`config.mk`:
```
export PLATFORM = sky130hd
export DESIGN_NAME = stream_mux_arb
export DESIGN_NICKNAME = d
export VERILOG_FILES = /design/src/rtl/stream_mux_arb.sv
export SDC_FILE = /design/constraint.sdc
export NUM_CORES = 1
export LEC_CHECK = 0
export ABC_AREA = 1
export ABC_CLOCK_PERIOD_IN_PS = 3900
export BUFFER_PORTS_ARGS = -buffer_cell sky130_fd_sc_hd__buf_2
export CORE_MARGIN = 1
export CORE_UTILIZATION = 48
export DETAILED_ROUTE_END_ITERATION = 10
export GPL_ROUTABILITY_DRIVEN = 1
export PLACE_DENSITY = 0.89
export REMOVE_ABC_BUFFERS = 1
export SLEW_MARGIN = 40
export SYNTH_ARGS = -nofsm -noshare
export SYNTH_HDL_FRONTEND = slang
export SYNTH_SLANG_ARGS = --single-unit
```
`constraint.sdc`:
```
create_clock -name clk -period 3.9 [get_ports clk]
set_input_delay 0.78 -clock clk [delete_from_list [all_inputs] [get_ports clk]]
set_output_delay 0.78 -clock clk [all_outputs]
set_load 0.03 [all_outputs]
```
`src/rtl/stream_mux_arb.sv`:
```
// N-to-1 valid/ready stream mux with fixed-select or round-robin arbitration and a registered output.
// One cycle from input transfer to output. Every in_ready drops while the output word is stalled.
module stream_mux_arb #(
  parameter int WIDTH    = 8,
  parameter int CHANNELS = 8,
  parameter int SEL_W    = $clog2(CHANNELS)
) (
  input  logic                      clk,
  input  logic                      rst,
  input  logic [CHANNELS*WIDTH-1:0] in_data,
  input  logic [CHANNELS-1:0]       in_valid,
  output logic [CHANNELS-1:0]       in_ready,
  input  logic                      mode,
  input  logic [SEL_W-1:0]          select,
  output logic [WIDTH-1:0]          out_data,
  output logic                      out_valid,
  output logic [SEL_W-1:0]          out_chan,
  input  logic                      out_ready
);
  localparam int NPAD = 1 << SEL_W;

  logic [WIDTH-1:0] chan_dat [CHANNELS];
  logic [NPAD-1:0]  valid_pad;
  logic [NPAD-1:0]  ready_pad;
  logic [SEL_W-1:0] ptr_q, ptr_d;
  logic [WIDTH-1:0] data_q, data_d;
  logic [SEL_W-1:0] chan_q, chan_d;
  logic             valid_q, valid_d;
  logic             load, xfer, grant_vld;
  logic [SEL_W-1:0] grant;
  logic [SEL_W:0]   cand;

  for (genvar g = 0; g < CHANNELS; g++) begin : g_unpack
    assign chan_dat[g] = in_data[g*WIDTH +: WIDTH];
  end

  // Zero padding makes a select beyond the last channel read as "not valid".
  assign valid_pad = NPAD'(in_valid);
  assign load      = !valid_q || out_ready;

  always_comb begin
    grant_vld = 1'b0;
    grant     = '0;
    cand      = '0;
    if (!mode) begin
      if (valid_pad[select]) begin
        grant_vld = 1'b1;
        grant     = select;
      end
    end else begin
      for (int k = 1; k <= CHANNELS; k++) begin
        cand = {1'b0, ptr_q} + (SEL_W+1)'(k);
        if (cand >= (SEL_W+1)'(CHANNELS)) cand = cand - (SEL_W+1)'(CHANNELS);
        if (!grant_vld && valid_pad[cand[SEL_W-1:0]]) begin
          grant_vld = 1'b1;
          grant     = cand[SEL_W-1:0];
        end
      end
    end
  end

  assign xfer      = load && grant_vld && !rst;
  assign ready_pad = NPAD'(1) << grant;
  assign in_ready  = xfer ? ready_pad[CHANNELS-1:0] : '0;
  assign ptr_d     = xfer ? grant : ptr_q;

  always_comb begin
    valid_d = valid_q;
    data_d  = data_q;
    chan_d  = chan_q;
    if (load) begin
      valid_d = grant_vld;
      if (grant_vld) begin
        data_d = chan_dat[grant];
        chan_d = grant;
      end
    end
  end

  always_ff @(posedge clk or posedge rst) begin
    if (rst) begin
      ptr_q   <= SEL_W'(CHANNELS - 1);
      valid_q <= 1'b0;
      data_q  <= '0;
      chan_q  <= '0;
    end else begin
      ptr_q   <= ptr_d;
      valid_q <= valid_d;
      data_q  <= data_d;
      chan_q  <= chan_d;
    end
  end

  assign out_data  = data_q;
  assign out_valid = valid_q;
  assign out_chan  = chan_q;
endmodule

```
==> key figures <==
Synthesis
  • Post-synth ARST share: 1.000
  • Post-Syn Instances: 388
  • Yosys reg bits: 15
  • Cell taking the most area after synthesis: nand2_1
  • Top cells by count, synth: nand2_1 (192), nand3_1 (62), nor2_1 (21), inv_1 (18), dfrtp_1 (12)
  • Unique masters post-synth: 38
  • Top FF cell, synth: dfrtp_1
  • EDFF count, synth: 0
  • Yosys top cell area share: 0.3260
  • Synth Warn #: 0
  • Synth area leaders: nand2_1 (33%), nand3_1 (14%), dfrtp_1 (14%)
  • Cell Area, Synth: 0.002211 mm2
  • Syn avg cell area: 5.698 um2
  • Sequential fraction of the synthesis area: 0.1715
  • Most frequent cell after synthesis: nand2_1

Global route
  • Overflow after GRT: 0
  • Number of global-route vias before repair: 2631
  • Antenna violations before repair: 0
  • Largest net degree at the start of global routing: 33
  • First-pass GRT wire length: 11.16 mm
  • GRT Overall Usage: 0.2772

STA
  • Hold Vio Cnt, Final: 0
  • Actual slew at the worst max-slew pin: 0.6815 ns
  • Tmin final: 3.907 ns
  • Setup Viol. Count Final: 1
  • Hold WS: 0.5031 ns
  • RSZ-0062 raised after global routing: true
  • Worst setup margin: -0.007281 ns
  • Count of pins over their slew limit: 0
  • Maximum clock rate: 0.2559 GHz
  • Slew Limit Headroom: 0.5452
  • Tcrit/Tclk final: 1.002
  • Clock Skew: 0.003756 ns

Floorplan
  • Row cnt: 24
  • Die W: 69.87 um
  • CORE AREA: 0.004384 mm2
  • I/O pin count: 99
  • Initial Utilization: 0.5043
  • Die Y: 69.87 um
  • Die ar.: 0.004881 mm2

Clock network
  • Latest clock arrival within the worst-skew pair: 0.25 ns
  • CTS H-Tree Depth: 1
  • CTS tree: done
  • Root Driver: clkbuf_8
  • CTS Sinks: 15
  • Clock Path Buffers: 2
  • CTS clk-pin slew, worst paths: 0.06 ns
  • CTS buffer count: 3

Setup path
  • Worst path bufs/invs: 3
  • CP peak stage delay: 0.56 ns
  • Crit-path leading delay family: simple AND/OR/NAND/NOR gates
  • Crit-path cells: clkinvlp_4 > ha_4 > inv_6 > nand3_2 > nand2_2 > nor2_2 > nor2_4 > nand4_4 > nor2_4 > nand3_2 > o21ai_2 > o21bai_4 > nand2_2 > nor2_4 > nand2_4 > nor2_1 > buf_4
  • Arrival time worst endpoint: 3.13 ns
  • Crit path kind: flip-flop to primary output
  • Startpoint types: flip-flop
  • Worst EP required: 3.12 ns
  • Critical path's most frequent cell: nor2_4
  • Slowest stage cell, crit path: dfstp_2
  • Worst Path Max Fanout: 6
  • Critical Path End Type: primary output

Pwr
  • Highest ir drop seen on vdd: 0.5796 mV
  • Pwr dens: 1013 mW/mm2
  • Pwr Total: 0.002984 W
  • Pleak: 1.675 nW

Outcome
  • Failing checks: setup timing
  • Status: complete, but fails checks

Routing
  • DRT iter0 DRCs: 216
  • Via density: 5.356
  • Post-Route WL: 6.914 mm
  • DRT antenna net count: 0
  • Wirelength per Cell: 12.76 um
  • Total number of vias: 2903
  • 1st-pass router iterations: 4
  • DRC viols: 0

Layout
  • Area occupied by registers: 379.1 um2
  • P&R area growth vs syn: 33.28%
  • N_diodes: 0
  • Layout cells sized above 1: 0.3449
  • Area of the multi-input gates: 0.001739 mm2
  • Fillers: 375
  • Final core utilization: 0.6721
  • Nets: 572

Run
  • Number of max-cap violations: 0

Worst hold path
  • Worst Hold Class: flip-flop to flip-flop

Placement
  • HPWL Detailed: 5.174 mm
  • IO buf count: 98
  • GP Congestion: 0.9496
==> power breakdown <==
part	internal, W	total, W	switching [W]	leakage, nW
registers	0.000235	0.000290	0.0000546	0.181
logic	0.000894	0.00256	0.00167	1.47
clock network	0.0000725	0.000129	0.0000569	0.0228
==> cells in the final DEF, fill, tap and decap left out, types with 2 or more instances in the layout <==
| master | Yosys | layout |
|---|---|---|
| nand2_1 | 192 | 189 |
| buf_2 | 4 | 93 |
| nand3_1 | 62 | 59 |
| nor2_1 | 21 | 16 |
| buf_4 | 2 | 16 |
| inv_1 | 18 | 15 |
| nand3_2 | 9 | 12 |
| dfrtp_1 | 12 | 12 |
| o21ai_0 | 10 | 10 |
| nand2_2 | 8 | 9 |
| nor2_4 | 3 | 5 |
| a21oi_1 | 4 | 4 |
| nor2_2 | 1 | 4 |
| buf_6 | 6 | 4 |
| o22ai_1 | 3 | 3 |
| nand4_1 | 3 | 3 |
| clkbuf_8 | 0 | 3 |
| dfstp_2 | 3 | 3 |
| inv_2 | 1 | 2 |
| nand2_4 | 1 | 2 |
| xor2_1 | 2 | 2 |
| o21bai_4 | 1 | 2 |
==> final cells by class <==
cell class / instances / share of cell area
Clock buffer: 4 / 0.01529
Inverter: 19 / 0.02718
Multi-Input combinational cell: 338 / 0.5902
Sequential cell: 15 / 0.1287
Tap cell: 52 / 0.02208
Timing Repair Buffer: 114 / 0.2166
==> metal layers <==
metal	track usage	up-vias	share of wire
met4	0.1289	0	0.043
met3	0.04185	36	0.078
met2	0.4637	151	0.48
met1	0.3500	1256	0.40
li1	-	1460	-
met5	0	-	0
==> what timing repair did <==
item                       in CTS  in global routing
cloned                          0                  0
resized for setup               7                 29
setup endpoints to repair       8                  8
pin swaps                       0                 12
hold buffers                    0                  0
buffers inserted                0                  7
==> per-stage QoR <==
step	setup slack, ns	instance area, um2	setup TNS [ns]	cells
2_1_floorplan	-0.1319	2093	-1.029	372
3_3_place_gp	0.1879	2716	0	531
3_5_place_dp	0.07376	2716	0	531
4_1_cts	0.05692	2784	0	535
5_1_grt	-0.1818	2947	-1.196	542
6_report	-0.007281	2947	-0.007281	542
==> registers in the layout, summed over array words and instances, names as in the netlist <==
| name | count |
|---|---|
| out_data | 8 |
| ptr_q | 3 |
| out_valid | 1 |
| out_chan | 3 |
==> cell families (layout without fill, tap and decap cells) <==
| logic type | count (synthesis) | count (layout) | share of synthesized area |
|---|---|---|---|
| buf+inv | 35 | 137 | 0.08545 |
| simple gates | 306 | 306 | 0.6378 |
| fa+ha+maj | 2 | 2 | 0.01132 |
| flops | 15 | 15 | 0.1715 |
| xor+xnor | 3 | 3 | 0.01189 |
| compound gates | 27 | 27 | 0.08207 |
==> path summary, 6_finish.rpt <==
kind,start,to,slack (ns),cells past startpoint
min reg2reg,out_data[3]$_DFFE_PP0P_,out_data[3]$_DFFE_PP0P_,0.50,2
min,out_data[3]$_DFFE_PP0P_,out_data[3]$_DFFE_PP0P_,0.50,2
max reg2reg,ptr_q[1]$_DFFE_PP1P_,out_data[7]$_DFFE_PP0P_,0.86,19
max in group asynchronous,rst,out_data[6]$_DFFE_PP0P_,2.83,2
min in group asynchronous,rst,out_data[2]$_DFFE_PP0P_,0.64,2
max,ptr_q[1]$_DFFE_PP1P_,in_ready[3],-0.007,17
==> worst register-to-register path, cell delays in order, from the launching register on <==
cell	delay, ns
dfstp_2	0.56
clkinvlp_4	0.14
ha_4	0.31
inv_6	0.09
nand3_2	0.08
nand2_2	0.09
nor2_2	0.05
nor2_4	0.19
inv_1	0.09
o21ai_0	0.17
nand2_1	0.09
nand3b_4	0.17
nand3_4	0.12
buf_4	0.31
nand3_1	0.12
nand2_1	0.10
nand2_1	0.06
nand2_1	0.10
nand2_1	0.07
nand3_1	0.08
Note: power is estimated with default switching activity, not from simulation.
